$ cat src/rtl/dino_pixel_gen.sv
// dino_pixel_gen: per-pixel compositor for the VGA timing block.
// Layers a dashed ground line, the dino sprite and an obstacle sprite into one
// monochrome pixel (1 = ink). Game state is shadowed at the frame boundary, and
// dino/obstacle overlap is reported once per frame on the collision output.
`timescale 1ns/1ps
module dino_pixel_gen #(
  parameter int H_ACTIVE   = 640,
  parameter int V_ACTIVE   = 480,
  parameter int GROUND_ROW = 400,
  parameter int DINO_X     = 64,
  parameter int X_SKEW     = 2
) (
  input  logic        vga_clk,
  input  logic        rst,
  input  logic [11:0] row_addr,
  input  logic [11:0] col_addr,
  input  logic [11:0] dino_y,
  input  logic [1:0]  dino_frame,
  input  logic [11:0] obst_x,
  input  logic [1:0]  obst_type,
  input  logic        obst_en,
  input  logic [5:0]  ground_ofs,
  input  logic        game_over,
  output logic [6:0]  dino_rom_addr,
  input  logic [31:0] dino_rom_data,
  output logic [6:0]  obst_rom_addr,
  input  logic [31:0] obst_rom_data,
  output logic        pixel,
  output logic        frame_tick,
  output logic        collision
);

  localparam logic [11:0] OBST_TOP = 12'(GROUND_ROW - 32);

  // frame-stable copies of the game inputs
  logic [11:0] sh_dino_y;
  logic [1:0]  sh_frame;
  logic [11:0] sh_obst_x;
  logic [1:0]  sh_obst_type;
  logic        sh_obst_en;
  logic [5:0]  sh_ground_ofs;
  logic        sh_game_over;
  logic        acc;

  // stage S0 registers
  logic        vis_q;
  logic        hit_d_q;
  logic        hit_o_q;
  logic [4:0]  dc_q;
  logic [4:0]  oc_q;
  logic        g_q;

  logic [11:0] col_s;
  logic [11:0] dr;
  logic [11:0] dc;
  logic [11:0] orow;
  logic [11:0] oc;
  logic [5:0]  gsum;
  logic        boundary;
  logic        vis_c;
  logic        hit_d_c;
  logic        hit_o_c;
  logic        g_c;
  logic        d_bit;
  logic        o_bit;

  // all sprite-relative coordinates wrap at 12 bits, so negative offsets land far out of range
  assign col_s    = col_addr + 12'(X_SKEW);
  assign dr       = row_addr - sh_dino_y;
  assign dc       = col_s - 12'(DINO_X);
  assign orow     = row_addr - OBST_TOP;
  assign oc       = col_s - sh_obst_x;
  assign gsum     = col_s[5:0] + sh_ground_ofs;
  assign boundary = (row_addr == 12'(V_ACTIVE)) && (col_addr == 12'd0);
  assign vis_c    = (row_addr < 12'(V_ACTIVE)) && (col_s < 12'(H_ACTIVE));
  assign hit_d_c  = (dr < 12'd32) && (dc < 12'd32);
  assign hit_o_c  = sh_obst_en && (orow < 12'd32) && (oc < 12'd32);
  assign g_c      = (row_addr == 12'(GROUND_ROW)) ? (gsum < 6'd48)
                                                  : (row_addr == 12'(GROUND_ROW + 1));

  // ROM addresses feed the ROM's own input register, which forms the S0 stage for sprite data
  assign dino_rom_addr = rst ? 7'd0 : {sh_frame, dr[4:0]};
  assign obst_rom_addr = rst ? 7'd0 : {sh_obst_type, orow[4:0]};

  // ROM data arrives alongside the S0 registers; bit 31 is the leftmost sprite pixel
  assign d_bit = hit_d_q & dino_rom_data[5'd31 - dc_q];
  assign o_bit = hit_o_q & obst_rom_data[5'd31 - oc_q];

  // shadow game state, frame tick and per-frame collision accumulation
  always_ff @(posedge vga_clk) begin
    if (rst) begin
      sh_dino_y     <= OBST_TOP;
      sh_frame      <= 2'd0;
      sh_obst_x     <= 12'd0;
      sh_obst_type  <= 2'd0;
      sh_obst_en    <= 1'b0;
      sh_ground_ofs <= 6'd0;
      sh_game_over  <= 1'b0;
      frame_tick    <= 1'b0;
      collision     <= 1'b0;
      acc           <= 1'b0;
    end else begin
      frame_tick <= boundary;
      if (boundary) begin
        sh_dino_y     <= dino_y;
        sh_frame      <= dino_frame;
        sh_obst_x     <= obst_x;
        sh_obst_type  <= obst_type;
        sh_obst_en    <= obst_en;
        sh_ground_ofs <= ground_ofs;
        sh_game_over  <= game_over;
        collision     <= acc;
        acc           <= 1'b0;
      end else begin
        acc <= acc | (vis_q & d_bit & o_bit);
      end
    end
  end

  // S0: visibility, sprite hit tests and ground flag
  always_ff @(posedge vga_clk) begin
    if (rst) begin
      vis_q   <= 1'b0;
      hit_d_q <= 1'b0;
      hit_o_q <= 1'b0;
      dc_q    <= 5'd0;
      oc_q    <= 5'd0;
      g_q     <= 1'b0;
    end else begin
      vis_q   <= vis_c;
      hit_d_q <= hit_d_c;
      hit_o_q <= hit_o_c;
      dc_q    <= dc[4:0];
      oc_q    <= oc[4:0];
      g_q     <= g_c;
    end
  end

  // S1: composite the layers; game_over inverts only the visible area
  always_ff @(posedge vga_clk) begin
    if (rst) pixel <= 1'b0;
    else     pixel <= vis_q & ((d_bit | o_bit | g_q) ^ sh_game_over);
  end

endmodule
$ cat config.mk
export PLATFORM = sky130hd
export DESIGN_NAME = dino_pixel_gen
export DESIGN_NICKNAME = d
export VERILOG_FILES = /design/src/rtl/dino_pixel_gen.sv
export SDC_FILE = /design/constraint.sdc
export NUM_CORES = 1
export LEC_CHECK = 0
export ABC_AREA = 1
export BUFFER_PORTS_ARGS = -buffer_cell sky130_fd_sc_hd__buf_2
export CAP_MARGIN = 20
export CORE_ASPECT_RATIO = 2
export CORE_MARGIN = 4
export CORE_UTILIZATION = 28
export CTS_CLUSTER_SIZE = 24
export DETAILED_ROUTE_END_ITERATION = 7
export PLACE_DENSITY = 0.54
export SLEW_MARGIN = 10
export SYNTH_ARGS = -nofsm -noshare
export SYNTH_HDL_FRONTEND = slang
export SYNTH_SLANG_ARGS = --single-unit
export TNS_END_PERCENT = 50
$ cat constraint.sdc
create_clock -name vga_clk -period 1.8 [get_ports vga_clk]
set_input_delay 0.18 -clock vga_clk [delete_from_list [all_inputs] [get_ports vga_clk]]
set_output_delay 0.18 -clock vga_clk [all_outputs]
set_load 0.02 [all_outputs]
==> impl_metrics.py <==
metrics = {
    "status": {
        "status": "complete, but fails checks",
        "violations": "setup timing",
    },
    "clock_tree": {
        "cts_buffers": 5,
        "cts.clk_slew.worst_paths_ns": 0.07,
        "cts_sinks": 54,
        "cts_tree": "built",
        "cts_max_path_buffers": 2,
        "h-tree-depth": 2,
        "cts-root-buf": "clkbuf_16",
        "clk_latency_ns": 0.30,
    },
    "synthesis": {
        "ys_seq_elements": 54,
        "yosysUniqueCellTypes": 37,
        "yosysWarnings": 0,
        "syn_nets": 822,
        "synth.avg_cell_area_um2": 6.27,
        "syn_inst": 664,
        "syn-cell-area_um2": 4160,
        "yosysSeqAreaShare_pct": 26.0,
    },
    "floorplanning": {
        "core_um2": 14500,
        "num_rows": 62,
        "die_y_um": 180,
        "ios": 143,
        "dieArea_um2": 17000,
        "die_width_um": 94.2,
        "initial_core_util_pct": 28.7,
    },
    "layout": {
        "nets": 1019,
        "fillerInstances": 1610,
        "final_cell_mix": "nand2_1, buf_2, inv_1",
        "final_cells": 1055,
        "regArea_um2": 1080,
        "final_util_pct": 40.4,
        "multi_input_area_um2": 2730,
        "synthToLayoutAreaGrowth_pct": 40.7,
        "layout_commonest_cell": "nand2_1",
        "drive_above_1_share_pct": 31.2,
    },
    "timing": {
        "worst_slack_ns": -0.0878,
        "setup_viol": 4,
        "fin_crit_sh_pct": 105,
        "max_freq_ghz": 0.530,
        "whs_ns": 0.0764,
        "worst_pin_slew_ns": 0.419,
        "hold_violations": 0,
        "drv_slew": 0,
        "max_slew_margin_pct": 72.0,
        "rsz0062_at_grt": "true",
        "finalCriticalPeriod_ns": 1.89,
        "setup_tns_ns": -0.193,
        "clock_skew_ns": 0.00427,
    },
    "placed_design": {
        "gp_congestion": 0.907,
        "dpl_worst_slack_ns": -0.312,
        "numPortBuffers": 142,
        "dp_hpwl_um": 12300,
        "place_inst": 1042,
    },
    "critical_path": {
        "cp_slowest_cell": "fa_2",
        "worst_setup_path_end_kind": "output pin",
        "critical-path-max-stage-delay_ns": 0.38,
        "arrival_ns": 1.71,
        "cp_top_family": "adder cells",
        "r2r_slack_ns": -0.02,
        "critPathBufInv": 2,
        "crit_path_start_kind": "flip-flop",
        "worstPathMaxFanout": 3,
        "crit_required_ns": 1.62,
        "critical_path_class": "flip-flop to output pin",
        "cp_cell_sequence": "ha_4 -> inv_2 -> fa_2 -> a31oi_4 -> o21ai_1 -> a21oi_1 -> buf_4",
    },
    "power": {
        "leakagePower_nw": 3.07,
        "ir_worst_vdd_uv": 328,
        "powerDensity_nw_per_um2": 555,
    },
    "route": {
        "first_pass_iters": 4,
        "routed_via_density": 4.53,
        "vias": 4774,
        "drc": 0,
        "drt-initial-drc-count": 179,
        "ant_nets": 0,
        "wl_um": 14500,
        "wl_per_cell_um": 13.7,
    },
    "hold_path": {
        "worst_hold_path_type": "input port to flip-flop",
    },
    "global_routing": {
        "overflow": 0,
        "grt_antenna_before_repair": 1,
        "grt_pass1_vias": 4808,
        "grt_max_degree": 24,
        "grtUsageTotal_pct": 17.0,
        "grt_pass1_wl_um": 22700,
    },
    "flow_run": {
        "cap_violations": 0,
    },
}
==> report_power, final <==
group / leakage (nW) / switching (mW) / total [mW] / internal [mW]
clock network: 0.0875 / 0.478 / 1.18 / 0.701
logic: 2.55 / 0.458 / 0.850 / 0.392
registers: 0.439 / 0.0132 / 1.22 / 1.21
==> tightest hold or removal path, stage by stage <==
cell	delay, ns
buf_2	0.07
nand2_1	0.04
o21ai_0	0.05
==> cells by family (layout without fill, tap and decap cells) <==
family | Yosys count | after routing | share of synthesized area (%)
flip-flops | 54 | 54 | 26.0
adder cells (fa/ha/maj) | 32 | 32 | 9.98
buffers and inverters | 122 | 320 | 11.8
XOR/XNOR | 10 | 10 | 2.10
other | 0 | 1 | 0
AO/OA/AOI/OAI | 83 | 83 | 11.7
AND/OR/NAND/NOR | 363 | 363 | 38.5
==> Yosys cell counts, drive strengths merged <==
cell / count / area [um^2]
a2111oi: 1 / 15.0
a21boi: 1 / 7.51
a21o: 2 / 15.0
a21oi: 26 / 130
a22o: 8 / 70.1
a31o: 1 / 8.76
a31oi: 3 / 18.8
and2: 2 / 15.0
buf: 13 / 78.8
clkbuf: 4 / 16.3
dfxtp: 54 / 1080
fa: 2 / 40.0
ha: 30 / 375
inv: 105 / 394
nand2: 200 / 771
nand3: 87 / 450
nand3b: 6 / 45.0
nand4: 11 / 68.8
nor2: 53 / 231
nor3: 4 / 20.0
o2111ai: 2 / 17.5
o21a: 1 / 7.51
o21ai: 35 / 175
o21bai: 2 / 15.0
o31ai: 1 / 7.51
xnor2: 2 / 17.5
xor2: 8 / 70.1
==> timing repair <==
| item | 4_1_cts | 5_1_grt |
|---|---|---|
| pin swaps | 4 | 11 |
| setup buffers | 1 | 3 |
| hold buffers | 0 | 0 |
| hold endpoints to repair | 0 | 0 |
| gates resized for setup | 20 | 16 |
| cloned | 0 | 0 |
| endpoints found under the setup margin | 6 | 9 |
==> path summary, 6_finish.rpt <==
path | from | endpoint | cells after the start
worst max-delay path | sh_dino_y[0] | dino_rom_addr[4] | 7
worst min-delay path | obst_x[7] | sh_obst_x[7] | 3
worst max register to register | sh_dino_y[0] | hit_d_q | 12
worst min register to register | sh_ground_ofs[0] | sh_ground_ofs[0] | 2
==> stage by stage <==
step | power [mW] | area [um^2]
after floorplan | 1.69 | 4180
after global placement | 2.07 | 5520
after detailed placement | 2.07 | 5520
after CTS | 3.27 | 5770
after global routing | 3.44 | 5860
final | 3.25 | 5860
==> flip-flops by register name (all words and copies together) (netlist names), 2 cells and up <==
signal         cells
sh_obst_x         12
sh_frame           2
sh_ground_ofs      6
oc_q               5
sh_obst_type       2
sh_dino_y         12
dc_q               5
==> final cells by class <==
type                            count  area share [%]
Clock inverter                      2           0.662
Inverter                          105            6.73
Antenna cell                        1          0.0427
Sequential cell                    54            18.5
Timing Repair Buffer              207            21.0
Clock buffer                        6            2.37
Tap cell                          192            4.10
Multi-Input combinational cell    488            46.6
==> layer usage <==
metal	GRT usage [%]	part of all wire (%)	wire, um
met1	16.5	36	5270
met2	34.9	57	8260
met3	1.84	4.3	624
met4	5.67	2.3	334
met5	0	0	0
No activity file was read; power rests on OpenSTA's default activity.
